[src/rtl/enc_snapshot_sched_pkg.sv]
// rtl/enc_snapshot_sched_pkg.sv - shared state encoding and width defaults for the encoder snapshot scheduler
// Purpose: state encoding plus channel-count and counter-width defaults that are
//          shared with the encoder counter bank and the SPI register map.
// Ports:   none (package).
package enc_sched_pkg;

  localparam logic [1:0] IDLE    = 2'd0;
  localparam logic [1:0] CAPTURE = 2'd1;
  localparam logic [1:0] STREAM  = 2'd2;

  localparam int ENC_CNT_W = 16;
  localparam int ENC_NUM   = 5;

  typedef enum logic [1:0] {
    ST_IDLE    = IDLE,
    ST_CAPTURE = CAPTURE,
    ST_STREAM  = STREAM
  } st_e;

endpackage

[src/rtl/enc_snapshot_sched_if.sv]
// rtl/enc_snapshot_sched_if.sv - delta word stream from the snapshot scheduler to the SPI transmit path
// Purpose: groups the valid/ready output stream of enc_snapshot_sched.
// Signals: out_valid, out_ready, out_data (signed delta or timestamp),
//          out_idx (word index), out_last (final word of the frame).
// Modports: master = scheduler side, slave = SPI readout side.
interface enc_snapshot_sched_if #(
  parameter int CNT_W = 16,
  parameter int IDX_W = 3
) ();

  logic             out_valid;
  logic             out_ready;
  logic [CNT_W-1:0] out_data;
  logic [IDX_W-1:0] out_idx;
  logic             out_last;

  modport master (
    output out_valid, out_data, out_idx, out_last,
    input  out_ready
  );

  modport slave (
    input  out_valid, out_data, out_idx, out_last,
    output out_ready
  );

endinterface

[src/rtl/enc_period_timer.sv]
// rtl/enc_period_timer.sv - programmable countdown that pulses once per snapshot period
// Purpose: counts period_cfg clocks and pulses expire_o for one cycle when the
//          count reaches 1, then reloads. Held in reload while enable is low or
//          period_cfg is zero.
// Ports:   clk, rst_n (async active-low), enable, period_cfg[PER_W], expire_o.
module enc_period_timer #(
  parameter int PER_W = 16
) (
  input  logic             clk,
  input  logic             rst_n,
  input  logic             enable,
  input  logic [PER_W-1:0] period_cfg,
  output logic             expire_o
);

  logic [PER_W-1:0] timer_q, timer_d;

  always_comb begin
    timer_d  = timer_q;
    expire_o = 1'b0;
    if (!enable || period_cfg == '0) begin
      timer_d = period_cfg;
    end else if (timer_q == PER_W'(1)) begin
      expire_o = 1'b1;
      timer_d  = period_cfg;
    end else if (timer_q == '0) begin
      // Only reachable straight out of reset with enable already high:
      // start a fresh period rather than firing immediately.
      timer_d = period_cfg;
    end else begin
      timer_d = timer_q - PER_W'(1);
    end
  end

  always_ff @(posedge clk or negedge rst_n) begin
    if (!rst_n) timer_q <= '0;
    else        timer_q <= timer_d;
  end

endmodule

[src/rtl/enc_snapshot_sched.sv]
// rtl/enc_snapshot_sched.sv - periodic/on-demand encoder snapshot with per-channel delta streaming
// Purpose: latches all encoder counts on one edge (timer expiry or sample_req),
//          computes modulo-2^CNT_W deltas against the previous snapshot and
//          streams them one word per channel over a valid/ready handshake.
// Ports:   clk, rst_n (async active-low), enc_count[NUM_ENC*CNT_W], enable,
//          period_cfg[PER_W], sample_req, ovr_clr, overrun (sticky dropped
//          trigger), out (enc_snapshot_sched_if.master delta stream).
// Config:  ENC_SNAPSHOT_TIMESTAMP_EN appends a free-running clock-count word
//          at idx NUM_ENC and moves out_last onto it.
module enc_snapshot_sched
  import enc_sched_pkg::*;
#(
  parameter int NUM_ENC = ENC_NUM,
  parameter int CNT_W   = ENC_CNT_W,
  parameter int PER_W   = 16
) (
  input  logic                     clk,
  input  logic                     rst_n,
  input  logic [NUM_ENC*CNT_W-1:0] enc_count,
  input  logic                     enable,
  input  logic [PER_W-1:0]         period_cfg,
  input  logic                     sample_req,
  input  logic                     ovr_clr,
  output logic                     overrun,
  enc_snapshot_sched_if.master     out
);

  localparam int IDX_W = $clog2(NUM_ENC + 1);
`ifdef ENC_SNAPSHOT_TIMESTAMP_EN
  localparam int NUM_WORDS = NUM_ENC + 1;
`else
  localparam int NUM_WORDS = NUM_ENC;
`endif
  localparam logic [IDX_W-1:0] LAST_IDX = IDX_W'(NUM_WORDS - 1);

  st_e              state_q, state_d;
  logic [IDX_W-1:0] idx_q, idx_d;
  logic             primed_q;
  logic             overrun_q;
  logic [CNT_W-1:0] prev_q  [NUM_ENC];
  logic [CNT_W-1:0] delta_q [NUM_ENC];
  logic [CNT_W-1:0] word;
  logic             tmr_expire, trig, hs, final_hs, ovr_set;

  enc_period_timer #(.PER_W(PER_W)) u_timer (
    .clk        (clk),
    .rst_n      (rst_n),
    .enable     (enable),
    .period_cfg (period_cfg),
    .expire_o   (tmr_expire)
  );

  assign trig     = sample_req | tmr_expire;
  assign hs       = (state_q == ST_STREAM) & out.out_ready;
  assign final_hs = hs & (idx_q == LAST_IDX);

  always_comb begin
    state_d = state_q;
    idx_d   = idx_q;
    ovr_set = 1'b0;
    unique case (state_q)
      ST_IDLE: begin
        if (trig) state_d = ST_CAPTURE;
      end
      ST_CAPTURE: begin
        state_d = ST_STREAM;
        idx_d   = '0;
        ovr_set = trig;
      end
      ST_STREAM: begin
        if (final_hs) begin
          // A trigger coinciding with the last handshake starts the next
          // frame directly instead of counting as an overrun.
          idx_d   = '0;
          state_d = trig ? ST_CAPTURE : ST_IDLE;
        end else begin
          ovr_set = trig;
          if (hs) idx_d = idx_q + IDX_W'(1);
        end
      end
      default: state_d = ST_IDLE;
    endcase
  end

  always_ff @(posedge clk or negedge rst_n) begin
    if (!rst_n) begin
      state_q   <= ST_IDLE;
      idx_q     <= '0;
      primed_q  <= 1'b0;
      overrun_q <= 1'b0;
      for (int i = 0; i < NUM_ENC; i++) begin
        prev_q[i]  <= '0;
        delta_q[i] <= '0;
      end
    end else begin
      state_q   <= state_d;
      idx_q     <= idx_d;
      overrun_q <= ovr_set | (overrun_q & ~ovr_clr);
      if (state_q == ST_CAPTURE) begin
        primed_q <= 1'b1;
        for (int i = 0; i < NUM_ENC; i++) begin
          prev_q[i]  <= enc_count[i*CNT_W +: CNT_W];
          // Unsigned subtraction wraps, which is exactly the signed delta
          // across a counter rollover.
          delta_q[i] <= primed_q ? (enc_count[i*CNT_W +: CNT_W] - prev_q[i]) : '0;
        end
      end
    end
  end

`ifdef ENC_SNAPSHOT_TIMESTAMP_EN
  logic [CNT_W-1:0] ts_cnt_q, ts_q;

  always_ff @(posedge clk or negedge rst_n) begin
    if (!rst_n) begin
      ts_cnt_q <= '0;
      ts_q     <= '0;
    end else begin
      ts_cnt_q <= ts_cnt_q + CNT_W'(1);
      if (state_q == ST_CAPTURE) ts_q <= ts_cnt_q;
    end
  end
`endif

  // Compare-based mux keeps the timestamp slot out of the delta array range.
  always_comb begin
    word = '0;
    for (int i = 0; i < NUM_ENC; i++) begin
      if (idx_q == IDX_W'(i)) word = delta_q[i];
    end
`ifdef ENC_SNAPSHOT_TIMESTAMP_EN
    if (idx_q == IDX_W'(NUM_ENC)) word = ts_q;
`endif
  end

  assign out.out_valid = (state_q == ST_STREAM);
  assign out.out_data  = out.out_valid ? word : '0;
  assign out.out_idx   = idx_q;
  assign out.out_last  = out.out_valid & (idx_q == LAST_IDX);
  assign overrun       = overrun_q;

endmodule
[src/flat_wrapper.sv]
// flat-port wrapper written by rule: the top's interface ports become plain ports
module enc_snapshot_sched_flat import enc_sched_pkg::*;
#(
  parameter int NUM_ENC = ENC_NUM,
  parameter int CNT_W   = ENC_CNT_W,
  parameter int PER_W   = 16
)
  (clk, rst_n, enc_count, enable, period_cfg, sample_req, ovr_clr, overrun, out_out_valid, out_out_data, out_out_idx, out_out_last, out_out_ready);
  enc_snapshot_sched_if #(.CNT_W(CNT_W)) out_i ();
  input  logic clk;
  input  logic rst_n;
  input  logic [NUM_ENC*CNT_W-1:0] enc_count;
  input  logic enable;
  input  logic [PER_W-1:0] period_cfg;
  input  logic sample_req;
  input  logic ovr_clr;
  output logic overrun;
  output wire logic [$bits(out_i.out_valid)-1:0] out_out_valid;
  output wire logic [$bits(out_i.out_data)-1:0] out_out_data;
  output wire logic [$bits(out_i.out_idx)-1:0] out_out_idx;
  output wire logic [$bits(out_i.out_last)-1:0] out_out_last;
  input wire logic [$bits(out_i.out_ready)-1:0] out_out_ready;
  assign out_out_valid = out_i.out_valid;
  assign out_out_data = out_i.out_data;
  assign out_out_idx = out_i.out_idx;
  assign out_out_last = out_i.out_last;
  assign out_i.out_ready = out_out_ready;
  enc_snapshot_sched #(.NUM_ENC(NUM_ENC), .CNT_W(CNT_W), .PER_W(PER_W)) u_core (.clk(clk), .rst_n(rst_n), .enc_count(enc_count), .enable(enable), .period_cfg(period_cfg), .sample_req(sample_req), .ovr_clr(ovr_clr), .overrun(overrun), .out(out_i));
endmodule
[config.mk]
export PLATFORM = sky130hd
export DESIGN_NAME = enc_snapshot_sched_flat
export DESIGN_NICKNAME = d
export VERILOG_FILES = /design/src/rtl/enc_snapshot_sched_pkg.sv /design/src/rtl/enc_snapshot_sched_if.sv /design/src/rtl/enc_period_timer.sv /design/src/rtl/enc_snapshot_sched.sv /design/src/flat_wrapper.sv
export SDC_FILE = /design/constraint.sdc
export NUM_CORES = 1
export LEC_CHECK = 0
export BUFFER_PORTS_ARGS = -buffer_cell sky130_fd_sc_hd__buf_2
export CAP_MARGIN = 10
export CORE_AREA = 2 2 173 175
export DETAILED_ROUTE_END_ITERATION = 16
export DIE_AREA = 0 0 175 177
export PLACE_DENSITY = 0.62
export SLEW_MARGIN = 20
export SYNTH_ARGS = -nofsm -noshare
export SYNTH_HDL_FRONTEND = slang
export SYNTH_SLANG_ARGS = --single-unit
[constraint.sdc]
create_clock -name clk -period 2.1 [get_ports clk]
set_clock_uncertainty 0.05 [all_clocks]
set_input_delay 0.315 -clock clk [delete_from_list [all_inputs] [get_ports clk]]
set_output_delay 0.315 -clock clk [all_outputs]
set_load 0.005 [all_outputs]
==> out/metrics.yaml, run 1 <==
final_layout:
  layout-drive-gt1-share: 0.359
  synthToLayoutAreaGrowth_pct: 38.7
  nFillCells: 2595
  antenna_cells: 0
  most-common-layout-cells: "183 x dfrtp_1, 156 x buf_4, 121 x buf_2"
  layoutNonFillerInstCount: 1955
  nNetsFinal: 1745
  mostFrequentLayoutCell: "dfrtp_1"
cts:
  clk_path_buf_depth: 2
  root_buffer: "clkbuf_16"
  clkSinkCount: 183
  ctsHtreeMaxLevel: 4
  insertion_delay_ns: 0.44
  cts_tree: "built"
  cts_made_buffers: 17
  clk_pin_slew_worst_paths_ns: 0.08
hold_path:
  worstHoldPathType: "primary input to flop"
  min_from: "enc_count[60]"
  min_to: "u_core.prev_q[28]"
  hold_depth: 3
power:
  leakage_uw: 0.00718
  combPwrFrac: 0.609
  switching_share: 0.417
  p_int_uw: 13800
  power_density_mw_per_mm2: 1490
  pwr-share-seq: 0.256
  ir_worst_vdd_mv: 0.760
  p_clk_frac: 0.135
  finalPower_uw: 23600
  switching_power_uw: 9850
drt:
  dr.pass1.iters: 5
  drt-initial-drc-count: 541
  wl_um: 32600
  drc: 0
  wl_per_cell_um: 16.7
  antenna_left: 0
  via_per_inst: 5.32
  vias: 10400
setup_path:
  cp.required_ns: 1.74
  regToRegEndpoint: "u_core.delta_q[26]"
  crit_chain: "inv_2 -> ha_4 -> nor3b_4 -> buf_6 -> buf_6 -> a22oi_2 -> a211oi_2 -> a21oi_2 -> a211oi_2 -> buf_2"
  critical_path_peak_fanout: 7
  cp-end-kind: "primary output"
  cp_slowest_cell: "dfrtp_1"
  crit_arrival_ns: 2.43
  crit_type: "flop to primary output"
  start_kind: "flop"
  critical-path-max-stage-delay_ns: 0.43
  reg2reg_from: "u_core.prev_q[16]"
  rr_worst_depth: 8
  regToRegSetupSlack_ns: -0.27
synthesis:
  avgSynthCellArea_um2: 8.99
  yosysSeqAreaShare: 0.400
  synth_nets: 1467
  ys_async_sr_fraction: 1.00
  syn-cell-area_mm2: 0.0115
  ys_ff_latch: 183
  synth_edf_count: 0
  syn_inst: 1274
  yosysWarnings: 0
  synth_ff_type: "dfrtp_1"
  ys_types: 67
  yosysTopAreaCell: "dfrtp_1"
  synth_top_area_frac: 0.400
  yosys-top-cells-area: "dfrtp_1 40%, ha_1 9.4%, o21ai_0 4.8%"
timing:
  max_freq_ghz: 0.357
  slew_viol_final: 0
  worst_pin_slew_ns: 0.564
  period_share: 1.33
  finalHoldViolCount: 0
  setup_viol: 48
  max_slew_margin: 0.624
  fin_ws_ns: -0.698
  min_period_ns: 2.80
  rsz0062_at_grt: "true"
floorplan:
  coreArea_mm2: 0.0292
  chipWidth_um: 175
  io_pins: 124
  fp-row-count: 63
  initial_core_util: 0.392
  die_area_mm2: 0.0310
  die_y_um: 177
flow_run:
  cap_violations: 0
place:
  port-buffer-count: 123
  gp_congestion: 0.842
  post-dp-hpwl_um: 22600
  pre_cts_slack_ns: -0.328
  placed_cells: 1874
run_status:
  failed_checks: "setup timing"
  status: "complete, but fails checks"
global_route:
  grt_pass1_vias: 10300
  grt_antenna_before_repair: 0
  grt_start_max_net_pins: 108
  grt_pass1_wl_um: 52100
  grt_overflow: 0
  track_usage: 0.209
==> sequential cells by signal (all words and copies together) (netlist names) <==
signal / flops
u_core.state_q: 2
u_core.u_timer.timer_q: 16
u_core.primed_q: 1
u_core.delta_q: 80
u_core.prev_q: 80
u_core.overrun: 1
u_core.out.out_idx: 3
==> how the worst max path moves through the flow <==
| stage | startpoint | to | slack, ns | cells past startpoint |
|---|---|---|---|---|
| after floorplan | u_core.prev_q[16] | u_core.delta_q[26] | -0.12 | 8 |
| after global placement | enc_count[32] | u_core.delta_q[42] | -0.28 | 10 |
| after detailed placement | enc_count[48] | u_core.delta_q[26] | -0.33 | 10 |
| after CTS | u_core.out.out_idx[1] | out_out_data[13] | -0.73 | 10 |
| after global routing | u_core.out.out_idx[1] | out_out_data[13] | -0.81 | 10 |
| final | u_core.out.out_idx[0] | out_out_data[13] | -0.70 | 10 |
==> power by group through the flow <==
stage / clock (uW) / combinational [uW] / sequential [uW]
2_1_floorplan: 0 / 8340 / 5700
3_3_place_gp: 0 / 12300 / 6000
3_5_place_dp: 0 / 12500 / 6040
4_1_cts: 3290 / 13600 / 5990
5_1_grt: 3420 / 15900 / 6180
6_report: 3200 / 14400 / 6050
==> cell families (layout without fill, tap and decap cells) <==
| kind of cell | after synthesis | in the layout | share of synthesized area |
|---|---|---|---|
| fa+ha+maj | 91 | 91 | 0.103 |
| simple gates | 343 | 343 | 0.143 |
| xor+xnor | 59 | 59 | 0.0451 |
| mux | 19 | 19 | 0.0179 |
| flops | 183 | 183 | 0.400 |
| buf+inv | 184 | 475 | 0.0605 |
| compound gates | 395 | 395 | 0.231 |
==> cell type report <==
cell class / instances / area [um2] / area share
clock buffers: 18 / 429 / 0.0270
clock inverters: 14 / 143 / 0.00898
inverters: 120 / 458 / 0.0288
multi-input cells: 907 / 7280 / 0.458
flip-flops and latches: 183 / 4580 / 0.288
well taps: 390 / 488 / 0.0307
repair buffers: 323 / 2510 / 0.158
==> routing by layer <==
metal  global-route usage  part of all wire  wire length [um]
met1                0.284              0.47             15300
met2                0.345              0.47             15400
met3               0.0329             0.037              1220
met4               0.0632             0.024               781
met5                    0                 0                 0
==> repair_timing <==
item,in CTS,in global routing
gates resized for setup,139,93
endpoints found under the setup margin,62,75
hold buffers,2,0
buffers inserted,18,26
hold endpoints to repair,48,0
pin swaps,40,61
gates cloned,5,3
==> cells in the mapped netlist, types with 4 or more instances <==
cell type and instances:
dfrtp_1 183, nand2_1 122, inv_1 119, o21ai_0 109
ha_1 86, nor2_1 81, a21oi_1 80, clkbuf_1 53
a211oi_1 37, xnor2_1 36, a22o_1 32, nand3_1 28
xor2_1 23, nor3_1 21, a21o_1 20, a22oi_1 19
nor2b_1 17, or3_1 14, nor3b_1 13, mux2_2 12
o21a_1 12, a31o_2 11, a32o_1 11, buf_1 9
nand3b_1 9, o21bai_1 9, nand4_1 8, a31oi_1 7
mux2i_1 7, nor4_1 7, a221oi_1 6, and3_1 6
fa_1 5, a2111o_1 4
==> critical path: cells and delay by family, from the launching register on <==
family | cells | cell delay (ns)
compound gates | 4 | 0.67
buf+inv | 4 | 0.56
flops | 1 | 0.43
simple gates | 1 | 0.21
fa+ha+maj | 1 | 0.13
==> stage by stage <==
step | area [um2] | hold slack, ns | util | TNS, ns
after floorplan | 11700 | -0.0306 | - | -0.565
after global placement | 13800 | 0.269 | 0.473 | -8.67
after detailed placement | 13800 | 0.272 | 0.473 | -10.41
after CTS | 15300 | 0.0358 | 0.522 | -13.44
after global routing | 15900 | 0.0464 | 0.543 | -17.69
final | 15900 | 0.0537 | 0.543 | -12.54
No activity file was read; power rests on OpenSTA's default activity.
==> inputs of run 2 (changes only) <==
PLACE_DENSITY = 0.6   (was 0.62)
clock period = 2.9 ns   (was 2.1 ns; I/O delays follow)
==> out/metrics.yaml, run 2 (same netlist as run 1, synthesis figures left out) <==
run_status:
  status: "complete, but fails checks"
  failed_checks: "setup timing"
floorplan:
  fp-row-count: 63
  io_pins: 124
  die_y_um: 177
  coreArea_mm2: 0.0292
  chipWidth_um: 175
  die_area_mm2: 0.0310
  initial_core_util: 0.392
place:
  post-dp-hpwl_um: 21800
  placed_cells: 1743
  port-buffer-count: 123
  gp_congestion: 0.880
  placed_area_mm2: 0.0125
power:
  pwr-share-seq: 0.299
  combPwrFrac: 0.545
  switching_share: 0.432
  power_density_mw_per_mm2: 1100
  ir_worst_vdd_mv: 0.574
  switching_power_uw: 6390
  finalPower_uw: 14800
  leakage_uw: 0.00611
  p_int_uw: 8390
  p_clk_frac: 0.155
setup_path:
  crit_type: "flop to primary output"
  cp_slowest_cell: "dfrtp_2"
  cp.required_ns: 2.41
  cp_top_family: "compound AO/OA/AOI/OAI gates"
  crit_path_frequent_cell: "a211oi_2"
  regToRegEndpoint: "u_core.delta_q[78]"
  crit_cells: 9
  crit_arrival_ns: 2.42
  path_buf_inv: 3
  cp-end-kind: "primary output"
  regToRegSetupSlack_ns: 0.43
  reg2reg_from: "u_core.prev_q[64]"
  start_kind: "flop"
  crit_start: "u_core.out.out_idx[0]"
  endpoint: "out_out_data[5]"
  critical_path_peak_fanout: 8
  crit_chain: "inv_4 -> ha_4 -> nor3b_4 -> buf_6 -> a22oi_1 -> a211oi_2 -> a21oi_1 -> a211oi_2 -> buf_2"
  critical-path-max-stage-delay_ns: 0.46
  rr_worst_depth: 9
cts:
  cts_tree: "built"
  clk_pin_slew_worst_paths_ns: 0.08
  insertion_delay_ns: 0.45
  ctsHtreeMaxLevel: 4
  clk_path_buf_depth: 2
  root_buffer: "clkbuf_16"
  cts_made_buffers: 17
  clkSinkCount: 183
final_layout:
  final_cell_area_mm2: 0.0134
  reg_top3: "u_core.delta_q (80), u_core.prev_q (80), u_core.u_timer.timer_q (16)"
  synthToLayoutAreaGrowth_pct: 17.4
  nFillCells: 2823
  most-common-layout-cells: "181 x dfrtp_1, 122 x nand2_1, 122 x buf_2"
  layoutNonFillerInstCount: 1783
  final_util: 0.460
  layout-drive-gt1-share: 0.189
  mostFrequentLayoutCell: "dfrtp_1"
  nNetsFinal: 1573
  antenna_cells: 0
global_route:
  grt_antenna_before_repair: 0
  grt_overflow: 0
  grt_start_max_net_pins: 102
  grt_pass1_wl_um: 48200
  grt_pass1_vias: 9144
  track_usage: 0.196
timing:
  max_slew_margin: 0.401
  setup_tns_ns: -0.00907
  min_period_ns: 2.91
  rsz0062_at_grt: "true"
  setup_viol: 2
  fin_ws_ns: -0.00627
  slew_viol_final: 0
  max_freq_ghz: 0.344
  period_share: 1.00
  finalHoldViolCount: 0
  worst_pin_slew_ns: 0.897
drt:
  vias: 9670
  wl_um: 29700
  via_per_inst: 5.42
  wl_per_cell_um: 16.7
  drc: 0
  antenna_left: 0
  dr.pass1.iters: 5
  drt-initial-drc-count: 790
hold_path:
  worstHoldPathType: "primary input to flop"
flow_run:
  cap_violations: 0
run 2: changes by cell type in the layout (fill, tap and decap cells not counted), moves of 16 or more:
cell     change
a21oi_1     +29
a21oi_2     -25
buf_4      -138
buf_6       -19
ha_1        +19
ha_4        -17
nor2_1      +18
nor2_4      -16
run 2: repair_timing:
| action | 4_1_cts | 5_1_grt |
|---|---|---|
| hold endpoints to repair | 21 | 0 |
| gates cloned | 1 | 1 |
| pin swaps | 29 | 17 |
| hold buffers | 1 | 0 |
| buffers inserted | 3 | 2 |
| resized for setup | 31 | 31 |
| setup endpoints to repair | 16 | 16 |
run 2: worst min path at each step:
stage	depth (start not counted)	slack [ns]	from	to
finish	2	0.11	ovr_clr	u_core.overrun
global route	2	0.10	ovr_clr	u_core.overrun
CTS	2	0.08	ovr_clr	u_core.overrun
detailed placement	1	0.44	u_core.delta_q[7]	u_core.delta_q[7]
global placement	1	0.44	u_core.delta_q[55]	u_core.delta_q[55]
floorplan	0	0.09	rst_n	u_core.delta_q[0]
run 2: through the flow:
step	setup slack, ns	hold WS [ns]
2_1_floorplan	0.386	0.0894
3_5_place_dp	0.200	0.443
6_report	-0.00627	0.108
5_1_grt	-0.0947	0.104
3_3_place_gp	0.253	0.441
4_1_cts	-0.0127	0.0839
run 2: area by class of cell:
type	count	area (um2)	area share
clock buffers	18	429	0.0319
clock inverters	14	134	0.00996
inverters	120	453	0.0337
multi-input cells	907	6440	0.479
repair buffers	151	918	0.0683
well taps	390	488	0.0363
flip-flops and latches	183	4580	0.341
run 2: power groups by stage:
stage | sequential (uW) | clock, uW | combinational [uW]
6_report | 4420 | 2300 | 8070
5_1_grt | 4520 | 2450 | 9070
2_1_floorplan | 4120 | 0 | 5830
3_3_place_gp | 4410 | 0 | 7520
3_5_place_dp | 4430 | 0 | 7630
4_1_cts | 4390 | 2360 | 7910
run 2: routing by layer:
layer,up-vias,share of wire,wire length (um),global-route usage
li1,4752,-,-,-
met1,4670,0.49,14500,0.277
met2,222,0.46,13600,0.309
met3,26,0.040,1190,0.0326
met4,0,0.016,476,0.0587
met5,-,0,0,0
